$ cat src/rtl/instr_encoder_loader.sv
// RV32 descriptor-to-word encoder that streams encoded instructions into imem at consecutive addresses.
// Latency: accept in cycle N gives mem_we with data in N+1. in_ready only in LOAD; WRITE holds until mem_ready.
module instr_encoder_loader #(
    parameter int ADDR_W    = 8,
    parameter int BASE_ADDR = 0
) (
    input  logic              clk,
    input  logic              rst_n,
    input  logic              start,
    input  logic              in_valid,
    output logic              in_ready,
    input  logic [2:0]        in_type,
    input  logic [6:0]        in_funct7,
    input  logic [2:0]        in_funct3,
    input  logic [4:0]        in_rs1,
    input  logic [4:0]        in_rs2,
    input  logic [4:0]        in_rd,
    input  logic [31:0]       in_imm,
    input  logic              in_last,
    output logic              mem_we,
    output logic [ADDR_W-1:0] mem_addr,
    output logic [31:0]       mem_wdata,
    input  logic              mem_ready,
    output logic              busy,
    output logic              done,
    output logic              err,
    output logic [1:0]        err_code,
    output logic [ADDR_W:0]   word_count
);

    localparam logic [ADDR_W-1:0] BASE       = ADDR_W'(BASE_ADDR);
    localparam logic [ADDR_W:0]   FULL_COUNT = {1'b1, {ADDR_W{1'b0}}};

    localparam logic [6:0] OP_R = 7'b0110011;
    localparam logic [6:0] OP_I = 7'b0010011;
    localparam logic [6:0] OP_L = 7'b0000011;
    localparam logic [6:0] OP_S = 7'b0100011;
    localparam logic [6:0] OP_B = 7'b1100011;

    localparam logic [1:0] CODE_NONE  = 2'd0;
    localparam logic [1:0] CODE_IMM   = 2'd1;
    localparam logic [1:0] CODE_TYPE  = 2'd2;
    localparam logic [1:0] CODE_OVFL  = 2'd3;

    typedef enum logic [1:0] {
        S_IDLE  = 2'd0,
        S_LOAD  = 2'd1,
        S_WRITE = 2'd2,
        S_DONE  = 2'd3
    } state_t;

    state_t            state_q, state_d;
    logic [ADDR_W-1:0] mem_addr_q, mem_addr_d;
    logic [31:0]       mem_wdata_q, mem_wdata_d;
    logic [ADDR_W:0]   word_count_q, word_count_d;
    logic              err_q, err_d;
    logic [1:0]        err_code_q, err_code_d;
    logic              last_q, last_d;

    logic        accept;
    logic        restart;
    logic [31:0] enc_word;
    logic        imm12_ok;
    logic        imm13_ok;
    logic        bad_type;
    logic        bad_imm;
    logic [1:0]  chk_code;

    assign accept  = in_valid && (state_q == S_LOAD);
    assign restart = start && ((state_q == S_IDLE) || (state_q == S_DONE));

    // Sign-extension checks: every bit above the encodable field must match the sign bit.
    assign imm12_ok = (&in_imm[31:11]) || !(|in_imm[31:11]);
    assign imm13_ok = ((&in_imm[31:12]) || !(|in_imm[31:12])) && !in_imm[0];

    always_comb begin
        enc_word = '0;
        bad_type = 1'b0;
        bad_imm  = 1'b0;
        case (in_type)
            3'd0: enc_word = {in_funct7, in_rs2, in_rs1, in_funct3, in_rd, OP_R};
            3'd1: begin
                enc_word = {in_imm[11:0], in_rs1, in_funct3, in_rd, OP_I};
                bad_imm  = !imm12_ok;
            end
            3'd2: begin
                enc_word = {in_imm[11:0], in_rs1, 3'b010, in_rd, OP_L};
                bad_imm  = !imm12_ok;
            end
            3'd3: begin
                enc_word = {in_imm[11:5], in_rs2, in_rs1, 3'b010, in_imm[4:0], OP_S};
                bad_imm  = !imm12_ok;
            end
            3'd4: begin
                enc_word = {in_imm[12], in_imm[10:5], in_rs2, in_rs1, in_funct3,
                            in_imm[4:1], in_imm[11], OP_B};
                bad_imm  = !imm13_ok;
                bad_type = (in_funct3[2:1] != 2'b00);
            end
            default: bad_type = 1'b1;
        endcase
    end

    always_comb begin
        chk_code = CODE_NONE;
        if (bad_type) begin
            chk_code = CODE_TYPE;
        end else if (bad_imm) begin
            chk_code = CODE_IMM;
        end else if (word_count_q == FULL_COUNT) begin
            chk_code = CODE_OVFL;
        end
    end

    always_ff @(posedge clk or negedge rst_n) begin
        if (!rst_n) begin
            state_q <= S_IDLE;
        end else begin
            state_q <= state_d;
        end
    end

    always_comb begin
        state_d = state_q;
        case (state_q)
            S_IDLE:  if (start) state_d = S_LOAD;
            S_LOAD: begin
                if (accept) begin
                    state_d = (chk_code != CODE_NONE) ? S_DONE : S_WRITE;
                end
            end
            S_WRITE: if (mem_ready) state_d = last_q ? S_DONE : S_LOAD;
            S_DONE:  if (start) state_d = S_LOAD;
            default: state_d = S_IDLE;
        endcase
    end

    always_comb begin
        in_ready = (state_q == S_LOAD);
        mem_we   = (state_q == S_WRITE);
        busy     = (state_q == S_LOAD) || (state_q == S_WRITE);
        done     = (state_q == S_DONE);
    end

    always_comb begin
        mem_addr_d   = mem_addr_q;
        mem_wdata_d  = mem_wdata_q;
        word_count_d = word_count_q;
        err_d        = err_q;
        err_code_d   = err_code_q;
        last_d       = last_q;
        if (restart) begin
            mem_addr_d   = BASE;
            word_count_d = '0;
            err_d        = 1'b0;
            err_code_d   = CODE_NONE;
        end else if (accept) begin
            if (chk_code != CODE_NONE) begin
                err_d      = 1'b1;
                err_code_d = chk_code;
            end else begin
                mem_wdata_d = enc_word;
                last_d      = in_last;
            end
        end else if ((state_q == S_WRITE) && mem_ready) begin
            mem_addr_d   = mem_addr_q + ADDR_W'(1);
            word_count_d = word_count_q + (ADDR_W + 1)'(1);
        end
    end

    always_ff @(posedge clk or negedge rst_n) begin
        if (!rst_n) begin
            mem_addr_q   <= BASE;
            mem_wdata_q  <= '0;
            word_count_q <= '0;
            err_q        <= 1'b0;
            err_code_q   <= CODE_NONE;
            last_q       <= 1'b0;
        end else begin
            mem_addr_q   <= mem_addr_d;
            mem_wdata_q  <= mem_wdata_d;
            word_count_q <= word_count_d;
            err_q        <= err_d;
            err_code_q   <= err_code_d;
            last_q       <= last_d;
        end
    end

    assign mem_addr   = mem_addr_q;
    assign mem_wdata  = mem_wdata_q;
    assign word_count = word_count_q;
    assign err        = err_q;
    assign err_code   = err_code_q;

endmodule

$ cat config.mk
export PLATFORM = sky130hd
export DESIGN_NAME = instr_encoder_loader
export DESIGN_NICKNAME = d
export VERILOG_FILES = /design/src/rtl/instr_encoder_loader.sv
export SDC_FILE = /design/constraint.sdc
export NUM_CORES = 1
export LEC_CHECK = 0
export CAP_MARGIN = 20
export CORE_ASPECT_RATIO = 0.9
export CORE_MARGIN = 2
export CORE_UTILIZATION = 40
export CTS_BUF_LIST = sky130_fd_sc_hd__clkbuf_4
export DETAILED_ROUTE_END_ITERATION = 10
export PLACE_DENSITY = 0.78
export REMOVE_ABC_BUFFERS = 1
export SKIP_LAST_GASP = 1
export SLEW_MARGIN = 20
export SYNTH_ARGS = -nofsm -noshare
export SYNTH_HDL_FRONTEND = slang
export SYNTH_SLANG_ARGS = --single-unit
export TNS_END_PERCENT = 1
$ cat constraint.sdc
create_clock -name clk -period 2.05 [get_ports clk]
set_clock_uncertainty 0.05 [all_clocks]
set_input_delay 0.5125 -clock clk [delete_from_list [all_inputs] [get_ports clk]]
set_output_delay 0.5125 -clock clk [all_outputs]
set_load 0.05 [all_outputs]
# ---- After elaboration in Yosys (flattened, before gate mapping)
# Cells that the tools add are included.
dict set report classes {
  n_mux 24
  addsub 2
  eq_ne 12
  n_reduce_logical 31
  bitwise 2
}
# cell count
set op_table {}
lappend op_table {{one-hot mux 32 bit (5 select lines)} 1}
lappend op_table {{2-to-1 mux 9 bit} 3}
lappend op_table {{2-to-1 mux 8 bit} 3}
lappend op_table {{AND reduction 21 bit} 1}
lappend op_table {{OR reduction 21 bit} 1}
lappend op_table {{2-to-1 mux 2 bit} 10}
lappend op_table {{AND reduction 20 bit} 1}
lappend op_table {{OR reduction 20 bit} 1}
lappend op_table {{nonzero test 2 bit} 5}
lappend op_table {{adder 9 x 1 -> 9 bit (second input constant)} 1}
lappend op_table {{equality test 9 bit (second input constant)} 1}
lappend op_table {{adder 8 x 1 -> 8 bit (second input constant)} 1}
lappend op_table {{!= test 2 x 1 -> 1 bit (second input constant)} 4}
lappend op_table {{equality test 3 x 2 -> 1 bit (second input constant)} 2}
lappend op_table {{one-hot mux 2 bit (3 select lines)} 1}
lappend op_table {{AND reduction 3 bit} 2}
lappend op_table {{logical NOT 1 bit} 5}
lappend op_table {{equality test 2 bit (second input constant)} 2}
lappend op_table {{logical AND 1 bit} 4}
lappend op_table {{logical OR 1 bit} 4}
lappend op_table {{2-to-1 mux 1 bit} 4}
lappend op_table {{one-hot mux 1 bit (2 select lines)} 2}
lappend op_table {{AND reduction 2 bit} 2}
lappend op_table {{OR reduction 4 bit} 1}
lappend op_table {{other kinds (8)} 9}
dict set report totals {
  out_inout_bits 56
  word_cells 78
  reg_bits 55
  in_bits 66
}

# ---- Longest topological paths before layout
# Gate-level depths: netlist of run 1.
dict set report logic_depth {
  depth_word 12
  mapped_depth 10
  ltp_nobuf 8
}

# ---- Least setup slack after synthesis of run 1
# Ideal clock, no wire load.
dict set report synth_timing {
  path_type {flip-flop to flip-flop}
  start {register word_count_q[2], in the netlist word_count[2]}
  end {register last_q}
  arrival_time_ns 2.254
  n_path_buf 2
  setup_slack_ns -0.379
  stages_incl_launch_ff 9
  setup_ns 0.125
  period_less_slack_ns 2.429
  required_ns 1.875
  cell_sequence {dfrtp_1 -> or4_1 -> nor4_1 -> or2_1 -> nor3_2 -> nand2_2 -> buf_6 -> buf_6 -> mux2_4}
}
dict set report synth_between {
  elab_chain_len 7
}
# element line
set synth_rtl {}
lappend synth_rtl {{from (decl)} 55} ;# logic [ADDR_W:0] word_count_q, word_count_d;
lappend synth_rtl {{from (signal assigned)} 182} ;# word_count_q <= word_count_d;
lappend synth_rtl {{equality test 9 bit} 110} ;# end else if (word_count_q == FULL_COUNT) begin
lappend synth_rtl {{2-to-1 mux 2 bit} 110}
lappend synth_rtl {{2-to-1 mux 2 bit} 108} ;# end else if (bad_imm) begin
lappend synth_rtl {{2-to-1 mux 2 bit} 106} ;# if (bad_type) begin
lappend synth_rtl {{nonzero test 2 bit} 158} ;# if (chk_code != CODE_NONE) begin
lappend synth_rtl {{NOT 1 bit (no line)} n/a}
lappend synth_rtl {{AND reduction 3 bit (no line)} n/a}
lappend synth_rtl {{to (signal assigned)} 185} ;# last_q <= last_d;
lappend synth_rtl {{to (decl)} 58} ;# logic last_q, last_d;
# No other way between the ends.
# A chain may end at the register's enable or synchronous reset.

# ---- Worst setup path after layout of run 1
dict set report layout_timing {
  start {input port in_imm[20]}
  end {register mem_wdata_q[24], in the netlist mem_wdata[24]}
}
dict set report layout_between {
  elab_chain_len 11
  elab_cells_between_ends 17
  cone_classes {mux: 3; bitwise: 1; reduce/logical: 13}
}
# element line
set layout_rtl {}
lappend layout_rtl {{from (decl)} 18} ;# input logic [31:0] in_imm,
lappend layout_rtl {{OR reduction 20 bit} 74} ;# assign imm13_ok = ((&in_imm[31:12]) || !(|in_imm[31:12])) && !in_imm[0];
lappend layout_rtl {{logical NOT 1 bit} 74}
lappend layout_rtl {{logical OR 1 bit} 74}
lappend layout_rtl {{logical AND 1 bit} 74}
lappend layout_rtl {{logical NOT 1 bit} 97} ;# bad_imm = !imm13_ok;
lappend layout_rtl {{one-hot mux 1 bit (2 select lines) *} 80} ;# case (in_type)
lappend layout_rtl {{2-to-1 mux 2 bit *} 108}
lappend layout_rtl {{2-to-1 mux 2 bit *} 106}
lappend layout_rtl {{nonzero test 2 bit *} 158}
lappend layout_rtl {{NOT 1 bit (no line) *} n/a}
lappend layout_rtl {{AND reduction 3 bit (no line) *} n/a}
lappend layout_rtl {{to (signal assigned)} 181} ;# mem_wdata_q <= mem_wdata_d;
lappend layout_rtl {{to (decl)} 54} ;# logic [31:0] mem_wdata_q, mem_wdata_d;
# Mark *: on every way between the ends. The rest lies on a longest branch, timed or not.

==> results.txt, run 1 <==
Run status: finished, violations left
Failing checks: setup timing
Unrepaired setup endpoints after global routing: yes
Pwr Total: 5330 uW
Hold path cells: 1
Part of the cycle the worst path needs: 1.07
Gpl congestion: 0.833
Diode count: 0
CTS tree: done
Avg WL per Cell: 15.2 microns
Maximum VDD drop: 0.661 mV
CTS max path bufs: 2
Most used DFF post-synth: dfrtp_1
CTS sink cnt: 52
Via Count: 2891
Endpoints failing hold: 0
Cell area after synthesis: 0.00298 sq mm
Clk_lat worst skew: 0.38 ns
Rows: 29
H-tree depth reported by CTS: 2
Power Dens Cells: 1120 mW/mm^2
Worst R2R End: mem_wdata[24]
Placed cell area: 0.00446 sq mm
Hold path endpoint: mem_wdata[15]
Synth-to-Final Area Change: 59.3%
FF-to-FF Start: word_count[2]
CP endpoint kind: register
Largest net degree at the start of global routing: 29
Core area: 0.00715 sq mm
FF-to-FF path depth: 8
Initial DRC Count: 85
Final min period: 2.19 ns
Post-synth EDFFs: 0
DIE AREA: 0.00816 sq mm
Layout Nets: 533
Boundary pin count: 122
CP Class: in2reg
Setup ws final: -0.145 ns
Die height: 85.9 microns
Asr flop ratio synth: 1.00
PortBufs: 119
Reg-to-reg slack, setup: -0.13 ns
WP data required: 2.28 ns
Setup violations, final: 37
Starting Density: 0.417
Slowest stage cell, crit path: clkdlybuf4s50_1
Cell Chain, Critical Path: clkdlybuf4s50_1, nand4_1, nor3_2, a22oi_2, a22oi_4, nand2_4, buf_6, clkbuf_16, mux2_4
#FFs+latches synth: 52
Gr ovfl total: 0
Slew Limit Fails: 0
GRT Total Usage: 0.207
Slew HR: 0.664
Die W: 95.0 microns
CTS root buf: clkbuf_4
CP Launch Type: input port
Post-route cell area: 0.00475 sq mm
DRC Markers: 0
DR pass1 iterations: 5
Post-DRT Antenna Nets: 0
Max-Cap Viols: 0
Crit path max fanout: 5
FMAX: 456 MHz
CP max stage delay: 0.50 ns
Worst-path clk slew: 0.15 ns
Antenna violations before repair: 0
Slew @ Worst Pin: 0.502 ns
First-pass GRT wire length: 13400 microns
Share of layout cells above drive strength 1: 0.330
Num CTS Buffers: 5
Worst Path Arrival: 2.42 ns
Vias/cell: 5.22
Min-delay src: mem_wdata[15]
Synthesized instance count: 302
Post-synthesis sequential area ratio: 0.436
Post-synth cell types: 43
Fin Setup TNS: -3.63 ns
Routed wire length: 8430 microns
HP Class: reg2reg
DP Wirelength: 6280 microns
Lkg Pwr: 0.00229 uW
Vias in the first global route: 2850
YS warnings: 0
Synth Area per Inst: 9.87 sq um
## worst max-delay path, delay by kind of cell
family | cells | cell delay (ns)
muxes | 1 | 0.28
and+or+nand+nor | 3 | 0.46
buffers and inverters | 3 | 0.79
AOI/OAI and AO/OA | 2 | 0.36
## layout by cell type, fill, tap and decap left out, drive strengths merged, types with 3 or more instances in the layout
master / count
nor2b: 13
nor3: 8
xnor2: 3
o22ai: 5
clkdlybuf4s15: 6
nand4: 7
dlymetal6s2s: 3
xor2: 11
nand2: 20
a21oi: 18
mux2i: 14
ha: 7
nor2: 25
dfrtp: 52
clkbuf: 7
buf: 98
o21ai: 18
mux2: 27
nand3: 8
and3: 7
inv: 13
nor4: 4
dlygate4sd2: 7
clkdlybuf4s50: 51
or4: 3
a31oi: 4
a22oi: 4
## synthesized netlist by cell type (3+ instances only)
master	instances	area share
o21ai_0	18	0.030
clkbuf_1	9	0.011
buf_1	3	0.0038
ha_1	7	0.029
mux2_4	8	0.040
nand4_1	7	0.015
mux2i_1	14	0.047
nand3_1	8	0.013
xnor2_1	3	0.0088
and3_1	7	0.015
nor3_1	7	0.012
buf_4	3	0.0076
inv_1	12	0.015
nor4_1	4	0.0084
xor2_1	11	0.032
a22oi_1	3	0.0076
o22ai_1	5	0.010
nor2_1	25	0.031
nor2b_1	13	0.027
nand2_1	19	0.024
a31oi_1	4	0.0084
dfrtp_1	52	0.44
a21oi_1	18	0.030
mux2_2	19	0.072
## how the worst max path moves through the flow
stage                             start       endpoint  depth (start not counted)
after global placement       in_imm[15]         last_q                          8
after CTS                 word_count[5]  mem_wdata[20]                          9
final                        in_imm[20]  mem_wdata[24]                          9
after floorplan              state_q[0]  mem_wdata[10]                          7
after detailed placement     in_imm[15]  mem_wdata[29]                          8
after global routing      word_count[2]  mem_wdata[20]                          8
## layer usage
metal  routed length, microns  global-route usage  vias up
li1                         -                   -     1373
met1                     3440               0.265     1386
met2                     4190               0.355      116
met3                      647              0.0448       16
met4                      144              0.0567        0
met5                        0                   0        -
## flip-flops by register name (all words and copies together), names as in the netlist
signal      flops
err             1
err_code        2
last_q          1
mem_addr        8
mem_wdata      29
state_q         2
word_count      9
## power breakdown
group          leakage (uW)  total [uW]  switching [uW]  internal, uW
registers          0.000669        1570             207          1360
logic               0.00159        3290            1980          1310
clock network     0.0000330         471             337           133
## logic make-up (layout without fill, tap and decap cells)
| family | Yosys count | in the layout | share of synthesized area |
|---|---|---|---|
| AND/OR/NAND/NOR | 103 | 103 | 0.178 |
| multiplexers | 41 | 41 | 0.159 |
| buffers and inverters | 30 | 188 | 0.0470 |
| XOR/XNOR | 14 | 14 | 0.0411 |
| other | 1 | 2 | 0.00126 |
| adder cells (fa/ha/maj) | 7 | 7 | 0.0294 |
| flip-flops | 52 | 52 | 0.436 |
| AO/OA/AOI/OAI | 54 | 54 | 0.108 |
## area by class of cell
cell class | instances | area, sq um
Tap cell | 93 | 116
Fill cell | 556 | 2400
Clock inverter | 3 | 17.5
Inverter | 12 | 45.0
Sequential cell | 52 | 1300
Multi-Input combinational cell | 221 | 1680
Clock buffer | 5 | 37.5
Timing Repair Buffer | 168 | 1550
## metrics by stage
| step | hold slack, ns | instances | utilization | setup WS (ns) |
|---|---|---|---|---|
| 2_1_floorplan | 0.167 | 285 | - | -0.873 |
| 3_3_place_gp | 0.412 | 539 | 0.624 | -0.668 |
| 3_5_place_dp | 0.429 | 539 | 0.624 | -0.723 |
| 4_1_cts | 0.482 | 553 | 0.659 | -0.241 |
| 5_1_grt | 0.492 | 554 | 0.664 | -0.224 |
| 6_report | 0.475 | 554 | 0.664 | -0.145 |
## repair_timing
item                                   CTS  global route
gates cloned                             2             1
gates resized for setup                 45            15
hold buffers                             1             0
pin swaps                               18            17
endpoints found under the hold margin    7             0
setup buffers                            5             3
setup endpoints to repair               40            44
Power figures use the tool's default switching activity.
==> run 2, diff against run 1 <==
- CORE_MARGIN: 2 -> unset
==> results.txt, run 2 (synthesis results as in run 1) <==
Commonest non-fill, non-tap cell in the layout: buf_4
Worst Path Arrival: 2.54 ns
CP Class: in2reg
Initial DRC Count: 110
Lkg Pwr: 0.00234 uW
Slew HR: 0.619
DRC Markers: 0
Worst-path clk slew: 0.14 ns
Run status: finished, violations left
Hold buffers post-CTS: 0
Failing checks: setup timing
Num CTS Buffers: 5
Post-route cell area: 0.00482 sq mm
Final min period: 2.34 ns
Unrepaired setup endpoints after global routing: yes
CP Launch Type: input port
Power Dens Cells: 1140 mW/mm^2
Placed cell area: 0.00444 sq mm
Clk_lat worst skew: 0.36 ns
Diode count: 0
Crit path max fanout: 7
Avg WL per Cell: 14.9 microns
DR pass1 iterations: 4
CP endpoint kind: register
Die W: 93.0 microns
Part of the cycle the worst path needs: 1.14
FF-to-FF path depth: 9
Layout Nets: 532
Endpoints failing hold: 0
Number of flip-flops under the largest register name: 29
CTS sink cnt: 52
Share of layout cells above drive strength 1: 0.325
Slowest stage cell, crit path: clkdlybuf4s50_1
Largest net degree at the start of global routing: 30
Core area: 0.00715 sq mm
CP max stage delay: 0.51 ns
Die height: 83.9 microns
H-tree depth reported by CTS: 2
CTS tree: done
Most frequent cells in the layout: 84 x buf_4, 58 x clkdlybuf4s50_1, 52 x dfrtp_1, 26 x mux2_4, 24 x nor2_1
Post-DRT Antenna Nets: 0
Synth-to-Final Area Change: 61.6%
Cell Count, Final, Fillers Out: 551
DP Wirelength: 6050 microns
Via Count: 2833
Routed wire length: 8220 microns
WP data required: 2.26 ns
Boundary pin count: 122
Gr ovfl total: 0
Setup violations, final: 41
DIE AREA: 0.00780 sq mm
Setup ws final: -0.285 ns
First-pass GRT wire length: 13500 microns
Vias/cell: 5.14
CTS max path bufs: 2
GRT Total Usage: 0.214
FF-to-FF Start: word_count[2]
PortBufs: 119
Worst R2R End: mem_wdata[18]
Antenna violations before repair: 0
Slew @ Worst Pin: 0.572 ns
Vias in the first global route: 2900
Maximum VDD drop: 0.639 mV
Starting Density: 0.417
HP Class: in2async
Max-Cap Viols: 0
Slew Limit Fails: 0
Reg-to-reg slack, setup: -0.22 ns
Cell Chain, Critical Path: clkdlybuf4s50_1, nand4_1, nor3_2, a22oi_2, a22oi_4, nand2_8, buf_12, buf_12, mux2_4
CP dominant cell by count: buf_12
Placed cell count: 537
CTS root buf: clkbuf_4
FMAX: 428 MHz
Rows: 29
Fin Setup TNS: -7.61 ns
Gpl congestion: 0.818
==> run 2: cell types whose count changed in the layout (fill, tap and decap cells not counted), moves of 3 or more <==
| cell | previous run | this run |
|---|---|---|
| clkdlybuf4s50_1 | 51 | 58 |
| mux2_2 | 8 | 1 |
| mux2_4 | 19 | 26 |
| buf_4 | 87 | 84 |
| clkdlybuf4s15_1 | 6 | 3 |
==> run 2: critical path: cells and delay by family <==
kind,cells,cell delay [ns]
AOI/OAI and AO/OA,2,0.41
buffers and inverters,3,0.79
muxes,1,0.29
and+or+nand+nor,3,0.53
==> run 2: layout make-up <==
cell class | instances | area, sq um
fillers | 584 | 2330
multi-input cells | 221 | 1720
repair buffers | 167 | 1570
flip-flops and latches | 52 | 1300
well taps | 93 | 116
inverters | 12 | 45.0
clock buffers | 5 | 37.5
clock inverters | 1 | 30.0
==> run 2: metrics by stage <==
step / util / hold WS (ns) / power [uW] / setup slack, ns
final: 0.674 / 0.0850 / 5470 / -0.285
after global routing: 0.674 / 0.101 / 5720 / -0.311
after CTS: 0.666 / 0.0883 / 5480 / -0.305
after detailed placement: 0.622 / 0.443 / 4740 / -0.711
after global placement: 0.622 / 0.443 / 4680 / -0.683
after floorplan: - / 0.167 / 3500 / -0.873
==> run 2: worst max-delay path by stage <==
stage                     cells after the start           from  slack [ns]       endpoint
after detailed placement                      8     in_imm[15]       -0.71  mem_wdata[30]
after global routing                          9     in_imm[30]       -0.31  mem_wdata[18]
after floorplan                               7     state_q[0]       -0.87  mem_wdata[10]
final                                         9     in_imm[30]       -0.29  mem_wdata[18]
after CTS                                     9  word_count[5]       -0.31  mem_wdata[31]
after global placement                        8     in_imm[15]       -0.68         last_q
==> run 2: what timing repair did <==
item,4_1_cts,5_1_grt
pin swaps,14,15
endpoints found under the hold margin,0,0
endpoints found under the setup margin,43,49
cloned,2,0
resized for setup,47,18
buffers inserted,5,2
==> run 2: layer usage <==
metal	GRT usage	wire, microns	vias up
met5	0	0	-
met4	0.0517	106	0
met3	0.0437	476	10
met2	0.362	4090	100
met1	0.279	3550	1353
li1	-	-	1370
==> run 2: power by group <==
| part | internal [uW] | switching [uW] |
|---|---|---|
| combinational | 1350 | 1990 |
| sequential | 1360 | 218 |
| clock | 245 | 302 |
| total | 2960 | 2510 |
